===== src/rtl/post_box_pulse_decoder.sv =====
// ---------------------------------------------------------------------------
// post_box_pulse_decoder
//
// Front end of the POST box target link. The raw testreq_3v line is
// synchronised, then deglitched and qualified. The block counts the accepted
// high pulses within a burst and detects the long low that separates bursts.
// The downstream protocol FSM gets a strobe per accepted pulse, a strobe per
// falling edge, and an end-of-burst strobe that carries the burst length.
//
// Ports
//   fpga_clock_48mhz  in   sole clock, 48MHz
//   reset_in_n        in   asynchronous active-low reset (released synchronously)
//   testreq_3v        in   raw asynchronous request line from the target
//   req_level         out  deglitched request level
//   pulse_strobe      out  1-cycle strobe when a high pulse is qualified
//   fall_strobe       out  1-cycle strobe on the falling edge of a qualified pulse
//   pulse_count       out  running pulse count of the current burst (saturating)
//   burst_done        out  1-cycle strobe when the inter-burst break is seen
//   burst_count       out  pulse count of the last completed burst
//   busy              out  burst in progress
//   overflow          out  pulse count saturated in the current/last burst
//
// Optional feature (macro POSTBOX_PULSE_STATS_EN):
//   stat_pulses[15:0]   total accepted pulses (wraps)
//   stat_bursts[15:0]   total completed bursts (wraps)
//   stat_glitches[7:0]  total rejected qualifications (saturates at 255)
// ---------------------------------------------------------------------------
module post_box_pulse_decoder #(
    parameter int SYNC_STAGES   = 2,
    parameter int GLITCH_CYCLES = 6,
    parameter int BREAK_CYCLES  = 960,
    parameter int CNT_W         = 4
) (
    input  logic             fpga_clock_48mhz,
    input  logic             reset_in_n,
    input  logic             testreq_3v,
    output logic             req_level,
    output logic             pulse_strobe,
    output logic             fall_strobe,
    output logic [CNT_W-1:0] pulse_count,
    output logic             burst_done,
    output logic [CNT_W-1:0] burst_count,
    output logic             busy,
`ifdef POSTBOX_PULSE_STATS_EN
    output logic [15:0]      stat_pulses,
    output logic [15:0]      stat_bursts,
    output logic [7:0]       stat_glitches,
`endif
    output logic             overflow
);

    localparam int HW = $clog2(GLITCH_CYCLES + 1);
    localparam int GW = $clog2(BREAK_CYCLES + 1);
    localparam logic [CNT_W-1:0] CNT_MAX   = '1;
    localparam logic [HW-1:0]    HCNT_LAST = HW'(GLITCH_CYCLES - 1);
    localparam logic [GW-1:0]    GCNT_LAST = GW'(BREAK_CYCLES - 1);

    typedef enum logic [1:0] {
        IDLE,
        QUAL,
        HIGH,
        GAP
    } state_t;

    // Reset release is re-timed to the clock so every flop leaves reset on the
    // same edge; assertion still takes effect immediately.
    logic [1:0] rst_sync_q;
    logic       rst_n;

    always_ff @(posedge fpga_clock_48mhz or negedge reset_in_n) begin
        if (!reset_in_n) begin
            rst_sync_q <= '0;
        end else begin
            rst_sync_q <= {rst_sync_q[0], 1'b1};
        end
    end

    assign rst_n = rst_sync_q[1];

    logic [SYNC_STAGES-1:0] sync_q;
    logic [SYNC_STAGES-1:0] sync_d;
    logic                   req_s;

    assign sync_d = {sync_q[SYNC_STAGES-2:0], testreq_3v};
    assign req_s  = sync_q[SYNC_STAGES-1];

    always_ff @(posedge fpga_clock_48mhz or negedge rst_n) begin
        if (!rst_n) begin
            sync_q <= '0;
        end else begin
            sync_q <= sync_d;
        end
    end

    state_t          state_q;
    logic [HW-1:0]   hcnt_q;
    logic [GW-1:0]   gcnt_q;

    // hcnt_q counts synchronised high samples in the current run, including
    // the one that caused entry to QUAL. gcnt_q counts low-side clocks since
    // the last qualified fall, including the fall clock itself, so a break
    // fires on the BREAK_CYCLES-th such clock. It keeps counting while a
    // glitch is being rejected, so glitches neither extend nor restart a gap.
    always_ff @(posedge fpga_clock_48mhz or negedge rst_n) begin
        if (!rst_n) begin
            state_q       <= IDLE;
            hcnt_q        <= '0;
            gcnt_q        <= '0;
            req_level     <= 1'b0;
            pulse_strobe  <= 1'b0;
            fall_strobe   <= 1'b0;
            pulse_count   <= '0;
            burst_done    <= 1'b0;
            burst_count   <= '0;
            busy          <= 1'b0;
            overflow      <= 1'b0;
`ifdef POSTBOX_PULSE_STATS_EN
            stat_pulses   <= '0;
            stat_bursts   <= '0;
            stat_glitches <= '0;
`endif
        end else begin
            pulse_strobe <= 1'b0;
            fall_strobe  <= 1'b0;
            burst_done   <= 1'b0;

            if (busy && (state_q != HIGH) && (gcnt_q < GCNT_LAST)) begin
                gcnt_q <= gcnt_q + 1'b1;
            end

            case (state_q)
                IDLE: begin
                    if (req_s) begin
                        state_q <= QUAL;
                        hcnt_q  <= HW'(1);
                    end
                end

                QUAL: begin
                    if (!req_s) begin
                        // Rejected glitch: go back to whichever low state we came from.
                        state_q <= busy ? GAP : IDLE;
`ifdef POSTBOX_PULSE_STATS_EN
                        if (stat_glitches != 8'hFF) begin
                            stat_glitches <= stat_glitches + 1'b1;
                        end
`endif
                    end else if (hcnt_q == HCNT_LAST) begin
                        state_q      <= HIGH;
                        pulse_strobe <= 1'b1;
                        req_level    <= 1'b1;
                        busy         <= 1'b1;
`ifdef POSTBOX_PULSE_STATS_EN
                        stat_pulses  <= stat_pulses + 1'b1;
`endif
                        if (!busy) begin
                            // First pulse of a new burst restarts the count and
                            // drops the previous burst's overflow flag.
                            pulse_count <= CNT_W'(1);
                            overflow    <= 1'b0;
                        end else if (pulse_count == CNT_MAX) begin
                            overflow    <= 1'b1;
                        end else begin
                            pulse_count <= pulse_count + 1'b1;
                        end
                    end else begin
                        hcnt_q <= hcnt_q + 1'b1;
                    end
                end

                HIGH: begin
                    if (!req_s) begin
                        state_q     <= GAP;
                        fall_strobe <= 1'b1;
                        req_level   <= 1'b0;
                        gcnt_q      <= GW'(1);
                    end
                end

                GAP: begin
                    if (req_s) begin
                        state_q <= QUAL;
                        hcnt_q  <= HW'(1);
                    end else if (gcnt_q >= GCNT_LAST) begin
                        state_q     <= IDLE;
                        burst_done  <= 1'b1;
                        burst_count <= pulse_count;
                        pulse_count <= '0;
                        busy        <= 1'b0;
`ifdef POSTBOX_PULSE_STATS_EN
                        stat_bursts <= stat_bursts + 1'b1;
`endif
                    end
                end

                default: begin
                    state_q <= IDLE;
                end
            endcase
        end
    end

endmodule

===== config.mk =====
export PLATFORM = sky130hd
export DESIGN_NAME = post_box_pulse_decoder
export DESIGN_NICKNAME = d
export VERILOG_FILES = /design/src/rtl/post_box_pulse_decoder.sv
export SDC_FILE = /design/constraint.sdc
export NUM_CORES = 1
export LEC_CHECK = 0
export CAP_MARGIN = 20
export CORE_MARGIN = 2
export CORE_UTILIZATION = 25
export DETAILED_ROUTE_END_ITERATION = 10
export PLACE_DENSITY = 0.41
export RECOVER_POWER = 100
export SLEW_MARGIN = 20
export SYNTH_ARGS = -nofsm -noshare
export SYNTH_HDL_FRONTEND = slang
export SYNTH_SLANG_ARGS = --single-unit

===== constraint.sdc =====
create_clock -name fpga_clock_48mhz -period 2.6 [get_ports fpga_clock_48mhz]
set_clock_uncertainty 0.15 [all_clocks]
set_input_delay 0.65 -clock fpga_clock_48mhz [delete_from_list [all_inputs] [get_ports fpga_clock_48mhz]]
set_output_delay 0.65 -clock fpga_clock_48mhz [all_outputs]
set_load 0.005 [all_outputs]

==> results.json <==
{
  "num_vias": 1285,
  "syn-cell-area_um2": 1700,
  "overflow": 0,
  "drt-initial-drc-count": 101,
  "endpoint": "pulse_count[0]",
  "seq_area_frac_synth": 0.485,
  "top_layer_used": "met4",
  "place_inst": 254,
  "cts_htree_levels": 2,
  "r2r-end": "pulse_count[0]",
  "postCtsHoldBufs": 0,
  "tightest_slew_ns": 1.11,
  "cts_root_buf": "clkbuf_8",
  "synth_area_per_cell_um2": 10.5,
  "fin_crit_sh": 0.909,
  "syn2layout_area_growth_pct": 19.6,
  "setup_tns_ns": 0,
  "maxCapViolCount": 0,
  "wl_met2_um": 1710,
  "antenna_cells": 0,
  "rows": 30,
  "numCtsBuffers": 5,
  "num_io_pins": 17,
  "post_cts_buffers": 0,
  "synth_ff_type": "dfrtp_1",
  "drt-pass1-iter-count": 4,
  "rrSetupSlack_ns": 0.24,
  "start_util": 0.255,
  "worstPathRequired_ns": 2.63,
  "drcViolationCount": 0,
  "syn-num-nets": 174,
  "synth_seq_cells": 33,
  "cp_slowest_cell": "dfrtp_1",
  "setup_violations": 0,
  "layout_commonest_cell": "dfrtp_1",
  "design.core.area_um2": 6680,
  "wl_met3_um": 166,
  "rsz0062_at_grt": "no",
  "dpl.hpwl_um": 2630,
  "die_area_um2": 7480,
  "layout_common_cells": "dfrtp_1, dlygate4sd3_1, nor2_1, nand3_1, nand2_1",
  "gp_congestion": 0.824,
  "grt_max_degree": 21,
  "reg2reg_depth": 6,
  "path_cells": "inv_1, ha_1, nand4_1, o21ai_0, nand3_1, a32o_1",
  "max_freq_mhz": 423,
  "fin_cells": 262,
  "cp-start-kind": "register",
  "wl_met1_um": 1770,
  "layout.nets": 193,
  "finalMaxSlewViolations": 0,
  "synth_edf_count": 0,
  "wl_per_cell_um": 14.2,
  "cts-resized-gates": 0,
  "path_max_fanout": 12,
  "ant_nets": 0,
  "grt_pass1_wl_um": 6230,
  "path_clk_slew_ns": 0.07,
  "die_y_um": 86.5,
  "period_minus_slack_ns": 2.36,
  "clkLatencyLatePin_ns": 0.29,
  "cts_tree": "built",
  "hold_viol": 0,
  "fillers": 702,
  "p_per_area_nw_per_um2": 860,
  "totalWireLength_um": 3730,
  "fp.dieW_um": 86.5,
  "cts_sinks": 33,
  "worst_setup_path_end_kind": "register",
  "arrival_ns": 2.40,
  "via_per_inst": 4.90,
  "antenna_found_initial": 0,
  "p_leak_nw": 0.921,
  "maxSlewHeadroom": 0.258,
  "hp-class": "register to async pin",
  "yosysUniqueCellTypes": 46,
  "postSynthCellCount": 162,
  "peakVddDrop_uv": 308,
  "gr-usage-all-layers": 0.108,
  "slowest_delay_ns": 0.43,
  "port_buffers": 16,
  "synth_warnings": 0,
  "status": "finished, final reports clean",
  "grt_pass1_vias": 1236,
  "drive_gt1_frac": 0.0604,
  "synthArstFlopShare": 1.00,
  "worstSetupPathType": "register to register",
  "cts_max_path_buffers": 2
}
[synthesized netlist by cell type, types with 2 or more instances]
| cell type | n | area (µm²) |
|---|---|---|
| a21oi_1 | 6 | 30.0 |
| a22o_1 | 2 | 17.5 |
| a32o_1 | 2 | 20.0 |
| buf_2 | 2 | 10.0 |
| dfrtp_1 | 33 | 826 |
| ha_1 | 9 | 113 |
| inv_1 | 9 | 33.8 |
| mux2_4 | 4 | 60.1 |
| mux2i_1 | 4 | 40.0 |
| nand2_1 | 10 | 37.5 |
| nand2b_1 | 3 | 18.8 |
| nand3_1 | 11 | 55.1 |
| nand3b_1 | 2 | 15.0 |
| nand4_1 | 5 | 31.3 |
| nor2_1 | 13 | 48.8 |
| nor4_1 | 2 | 12.5 |
| o211ai_1 | 5 | 37.5 |
| o21a_1 | 2 | 15.0 |
| o21ai_0 | 5 | 25.0 |
| o2bb2ai_1 | 2 | 17.5 |
| o31ai_1 | 3 | 22.5 |
| xnor2_1 | 2 | 17.5 |
| xor2_1 | 3 | 26.3 |
[metrics by stage]
step,hold WS (ns),area (µm²),worst slack (ns),utilization,power (mW)
final,0.0469,2030,0.236,0.304,1.75
after global routing,0.102,2030,0.00568,0.304,1.88
after CTS,0.0762,2050,0.273,0.307,1.78
after floorplan,0.181,1700,0.633,-,1.08
after global placement,0.0710,1940,0.415,0.290,1.23
after detailed placement,0.0718,1940,0.287,0.290,1.26
[worst max-delay path: cells and delay by family, from the launching register on]
kind	cells	cell delay, ns
AOI/OAI and AO/OA	2	0.59
adders and majority gates	1	0.43
buffers and inverters	1	0.15
DFF	1	0.43
and+or+nand+nor	2	0.52
[state kept, by name (all words and copies together) (netlist names), named ones only]
signal and count:
gcnt_q 10, rst_sync_q 2, overflow 1, burst_done 1, state_q 1, pulse_strobe 1, burst_count 4, req_level 1
busy 1, pulse_count 4, sync_q 2, hcnt_q 3, fall_strobe 1
[power breakdown]
| group | switching [mW] | internal, mW |
|---|---|---|
| clock | 0.196 | 0.313 |
| sequential | 0.102 | 0.591 |
| combinational | 0.312 | 0.236 |
| total | 0.611 | 1.14 |
[how the worst min path moves through the flow]
stage | start | cells after the start | slack [ns] | endpoint
after CTS | rst_sync_q[1] | 0 | 0.08 | hcnt_q[2]
after global routing | rst_sync_q[1] | 0 | 0.10 | hcnt_q[2]
after floorplan | rst_sync_q[0] | 0 | 0.18 | rst_sync_q[1]
after detailed placement | rst_sync_q[1] | 0 | 0.07 | sync_q[0]
after global placement | rst_sync_q[1] | 0 | 0.07 | sync_q[0]
final | rst_sync_q[1] | 0 | 0.05 | hcnt_q[2]
[cell families (layout without fill, tap and decap cells)]
group | count (synthesis) | after routing | synth area share
muxes | 8 | 8 | 0.0588
AOI/OAI and AO/OA | 36 | 36 | 0.151
xor gates and xnor gates | 5 | 5 | 0.0257
and+or+nand+nor | 55 | 55 | 0.169
buffers and inverters | 15 | 35 | 0.0412
other | 1 | 1 | 0.00220
adders and majority gates | 9 | 9 | 0.0662
DFF | 33 | 33 | 0.485
[area by class of cell]
class / instances / area, µm² / area share
Clock buffer: 7 / 86.3 / 0.0424
Multi-Input combinational cell: 114 / 791 / 0.389
Clock inverter: 1 / 30.0 / 0.0148
Sequential cell: 33 / 826 / 0.406
Tap cell: 80 / 100 / 0.0492
Inverter: 10 / 37.5 / 0.0185
Timing Repair Buffer: 17 / 164 / 0.0806
[layer usage]
layer / vias to the layer above / GRT usage
met3: 8 / 0.0352
met4: 0 / 0.0483
met5: - / 0
met2: 33 / 0.169
met1: 622 / 0.135
li1: 622 / -
Note: power is estimated with default switching activity, not from simulation.
